--- src/rtl/mem_arbiter_256_16.sv ---
// rtl/mem_arbiter_256_16.sv - round-robin arbiter sharing one single-port RAM between requesters A and B
// Zero-fills the RAM after reset, then grants one access per cycle and tags reads back to their issuer.
module mem_arbiter_256_16 #(
   parameter int AW       = 8,
   parameter int DW       = 16,
   parameter int RD_LAT   = 1,
   parameter int CLR_INIT = 1
) (
   input  logic          clk,
   input  logic          rst,
   input  logic          a_req,
   input  logic          a_we,
   input  logic [AW-1:0] a_addr,
   input  logic [DW-1:0] a_wd,
   output logic          a_gnt,
   output logic          a_rvalid,
   output logic [DW-1:0] a_rdata,
   input  logic          b_req,
   input  logic          b_we,
   input  logic [AW-1:0] b_addr,
   input  logic [DW-1:0] b_wd,
   output logic          b_gnt,
   output logic          b_rvalid,
   output logic [DW-1:0] b_rdata,
   output logic          mem_en,
   output logic          mem_we,
   output logic [AW-1:0] mem_a,
   output logic [DW-1:0] mem_wd,
   input  logic [DW-1:0] mem_rd,
   output logic          init_done
);

   typedef enum logic {StInit, StArb} stateT;

   stateT             state, stateNext;
   logic [AW-1:0]     cnt;
   logic              rr;          // 0: A has priority, 1: B has priority
   logic [RD_LAT-1:0] tagValid;
   logic [RD_LAT-1:0] tagSide;     // 0: read belongs to A, 1: to B
   logic              initDoneReg;
   logic              grantA, grantB, rdIssue;

   always_ff @(posedge clk) begin
      if (rst) begin
         state       <= (CLR_INIT != 0) ? StInit : StArb;
         cnt         <= '0;
         rr          <= 1'b0;
         tagValid    <= '0;
         tagSide     <= '0;
         initDoneReg <= (CLR_INIT == 0);
      end else begin
         state <= stateNext;
         if (state == StInit) begin
            if (cnt == '1) initDoneReg <= 1'b1;
            else           cnt         <= cnt + 1'b1;
         end
         if (grantA)      rr <= 1'b1;
         else if (grantB) rr <= 1'b0;
         for (int i = RD_LAT - 1; i > 0; i--) begin
            tagValid[i] <= tagValid[i-1];
            tagSide[i]  <= tagSide[i-1];
         end
         tagValid[0] <= rdIssue;
         tagSide[0]  <= grantB;
      end
   end

   always_comb begin
      stateNext = state;
      grantA    = 1'b0;
      grantB    = 1'b0;
      mem_en    = 1'b0;
      mem_we    = 1'b0;
      mem_a     = '0;
      mem_wd    = '0;
      if (!rst) begin
         case (state)
            StInit: begin
               mem_en = 1'b1;
               mem_we = 1'b1;
               mem_a  = cnt;
               if (cnt == '1) stateNext = StArb;
            end
            default: begin
               grantA = a_req && (!b_req || !rr);
               grantB = b_req && (!a_req || rr);
               if (grantA) begin
                  mem_en = 1'b1;
                  mem_we = a_we;
                  mem_a  = a_addr;
                  mem_wd = a_wd;
               end else if (grantB) begin
                  mem_en = 1'b1;
                  mem_we = b_we;
                  mem_a  = b_addr;
                  mem_wd = b_wd;
               end
            end
         endcase
      end
   end

   assign rdIssue   = (grantA && !a_we) || (grantB && !b_we);
   assign a_gnt     = grantA;
   assign b_gnt     = grantB;
   // The RAM output is shared; the tag at the end of the pipe decides who sees it.
   assign a_rvalid  = !rst && tagValid[RD_LAT-1] && !tagSide[RD_LAT-1];
   assign b_rvalid  = !rst && tagValid[RD_LAT-1] &&  tagSide[RD_LAT-1];
   assign a_rdata   = mem_rd;
   assign b_rdata   = mem_rd;
   assign init_done = initDoneReg;

endmodule
--- config.mk ---
export PLATFORM = sky130hd
export DESIGN_NAME = mem_arbiter_256_16
export DESIGN_NICKNAME = d
export VERILOG_FILES = /design/src/rtl/mem_arbiter_256_16.sv
export SDC_FILE = /design/constraint.sdc
export NUM_CORES = 1
export LEC_CHECK = 0
export ABC_CLOCK_PERIOD_IN_PS = 1900
export CORE_AREA = 3 3 71 73
export DETAILED_ROUTE_END_ITERATION = 10
export DIE_AREA = 0 0 74 76
export GPL_TIMING_DRIVEN = 0
export PLACE_DENSITY = 0.76
export SKIP_CTS_REPAIR_TIMING = 1
export SYNTH_ARGS = -nofsm -noshare
export SYNTH_HDL_FRONTEND = slang
export SYNTH_SLANG_ARGS = --single-unit
--- constraint.sdc ---
create_clock -name clk -period 1.9 [get_ports clk]
set_input_delay 0.475 -clock clk [delete_from_list [all_inputs] [get_ports clk]]
set_output_delay 0.475 -clock clk [all_outputs]
set_load 0.005 [all_outputs]
==> summary.txt <==
Pwr
  • Peak VDD IR: 0.175 mV
  • Power per cell area: 313 nW/um^2
  • Leak: 1.26 nW
  • Power consumption: 0.000853 W

Synthesis
  • Dominant cell type by area after synthesis: dfxtp_1
  • Post-synthesis xor/xnor area fraction: 0%
  • Adder-Cell Fraction of Synth Area: 0.935%
  • Synth Area per Inst: 8.86 um^2
  • Post-synth EDFFs: 0
  • Post-synthesis compound-gate area fraction: 30.9%
  • Post-synthesis cell type count: 43
  • Total nets after synthesis: 222
  • Ys Warns: 0
  • Mux contribution to synthesized area: 4.12%
  • Post-Synthesis Cells: 151
  • Largest family of logic cells by synthesized area: compound AO/OA/AOI/OAI gates
  • Sequential area share after synthesis: 19.5%
  • Main synth FF type: dfxtp_1
  • Largest cells by area after synthesis: dfxtp_1 (19%), buf_4 (19%), a22o_1 (10%)
  • Yosys top cell area share: 19.5%
  • Synth top cells by count: buf_4 (34), a22o_1 (16), dfxtp_1 (13), nor2_1 (13), a211oi_1 (8)
  • Flops & latches, synth: 13
  • Top-count cell post-synth: buf_4
  • Ys async rst share: 0%
  • Post-Synth Simple-Gate Area: 18.0%
  • Synthesized area: 1340 um^2

Finish
  • Final Cell Area: 2730 um^2
  • Nets@finish: 354
  • Inserted Diodes: 0
  • Cell Count, Final, Fillers Out: 334
  • Area grow syn2layout: 104%
  • Share of layout cells above drive strength 1: 37.6%

Global route
  • GRT Total Usage: 16.2%
  • Number of global-route vias before repair: 1680
  • Initial antenna violation count: 0
  • Grt total ovfl: 0
  • First-pass GRT wire length: 7510 um
  • Largest net degree at the start of global routing: 11

Hold path
  • Worst Hold Class: flip-flop to flip-flop
  • Hold Path Cell Cnt: 2
  • Hold Path End: init_done
  • Worst hold start: init_done

Clock tree
  • Worst-path clk slew: 50 ps
  • CTS Root Cell: clkbuf_8
  • H-tree depth: 1
  • CTS Sinks: 13
  • Total CTS buffers: 3
  • CTS tree: built
  • Latest clock arrival within the worst-skew pair: 240 ps
  • Max clock buf depth: 2

Route
  • DRT Pass-1 Iters: 4
  • Via density: 4.84
  • Routed via count: 1616
  • DR iter-0 viols: 124
  • Number of remaining DRC errors: 0
  • Final antenna-violating net count: 0
  • DRT Wirelength: 4990 um
  • WL/cell: 14.9 um

Placed design
  • Port bufs: 114
  • Total placed cells including tap cells: 317
  • Detailed placement HPWL: 3870 um
  • DP Area: 2540 um^2
  • Routability cong.: 0.796

Timing
  • Least-Margin Pin Slew: 289 ps
  • Setup violations, final: 24
  • Final worst slack: -160 ps
  • Final Skew: 2.75 ps
  • Count of final hold-check violations: 0
  • Slew Limit Fails: 0
  • Max Clk Rate: 0.486 GHz
  • RSZ-0062 raised after global routing: yes
  • Max-slew headroom: 80.7%
  • Fin crit share: 108%
  • Min Tclk post-route: 2060 ps

Outcome
  • Failing checks: setup timing
  • Status: finished with violations

Setup path
  • Reg2reg start: cnt[0]
  • Setup CP Type: flip-flop to output pin
  • CP endpoint kind: output pin
  • Worst-case reg-to-reg path depth: 4
  • CP Cell Sequence: buf_6, a21boi_4, buf_4, a32oi_1, a211oi_1, dlymetal6s2s_1
  • Worst EP required: 1420 ps
  • Crit path max fanout: 4
  • Max incr delay on CP: 350 ps
  • CP max stage cell: dfxtp_4
  • R2R Path End: cnt[5]
  • Setup crit start kind: flip-flop
  • Critical Path AT: 1580 ps
  • FF-to-FF setup slack: 320 ps

Floorplanning
  • Die Wd: 74 um
  • Die ar.: 5620 um^2
  • IO Pins: 133
  • Core Region: 4410 um^2
  • Placement row count: 24
  • Starting Density: 30.3%
  • Die height: 76 um

Job
  • Max cap viols: 0
critical path, delay by kind of cell, from the launching register on:
family / cells / cell delay (ps)
compound gates: 3 / 520
flops: 1 / 350
buf+inv: 3 / 470
cells in the final DEF, fill, tap and decap left out, types with 2 or more instances in the layout:
cell and count:
clkdlybuf4s50_1 83, buf_4 35, buf_6 17, a22o_1 16, buf_2 16, nor2_1 13
dfxtp_1 11, clkbuf_2 9, dlymetal6s2s_1 6, a211oi_1 5, a21oi_1 5, a32oi_1 4
nor3b_1 3, a32oi_2 3, a211oi_2 3, nand2_1 3, nor2b_1 3, mux2_4 3
clkbuf_8 3, buf_8 2, a221o_1 2, and3b_1 2, nand4b_1 2, inv_1 2
nand2b_1 2
power breakdown:
group,total [W],switching (W),internal (W)
registers,0.000286,0.00000883,0.000277
logic,0.000321,0.0000880,0.000233
clock network,0.000246,0.0000981,0.000148
layer usage:
metal | vias up | routed length, um | track usage, %
met5 | - | 0 | 0
met4 | 0 | 0 | 1.63
met3 | 0 | 492 | 5.67
met2 | 80 | 2670 | 29.3
met1 | 743 | 1830 | 18.6
li1 | 793 | - | -
area by class of cell:
cell class / instances / area (um^2)
Multi-Input combinational cell: 91 / 779
Fill cell: 379 / 1690
Buffer: 42 / 345
Inverter: 4 / 25.0
Clock buffer: 4 / 45.0
Tap cell: 52 / 65.1
Sequential cell: 13 / 265
Timing Repair Buffer: 128 / 1200
stage by stage:
step / util (%) / hold slack (ps) / setup TNS [ps] / worst slack [ps]
after global routing: 61.8 / 521 / -3560 / -228
after CTS: 58.6 / 473 / -23690 / -961
after global placement: 57.6 / 453 / -23320 / -949
after detailed placement: 57.6 / 460 / -23550 / -959
after floorplan: - / 461 / 0 / 120
final: 61.8 / 466 / -1660 / -160
state kept, by name, summed over array words and instances (netlist names):
signal and flops:
tagValid 1, rr 1, init_done 1, cnt 8, tagSide 1, state 1
worst max-delay path by stage:
| stage | cells after the start | endpoint | start |
|---|---|---|---|
| final | 6 | mem_a[3] | rr |
| after CTS | 7 | mem_wd[6] | a_req |
| after global routing | 6 | mem_a[3] | rr |
| after detailed placement | 7 | mem_wd[6] | a_req |
| after floorplan | 6 | mem_wd[10] | b_req |
| after global placement | 7 | mem_wd[6] | a_req |
logic make-up after synthesis:
family	Yosys count
buf+inv	47
flops	13
mux	4
fa+ha+maj	1
simple gates	38
compound gates	48
(Power assumes the default switching activity.)
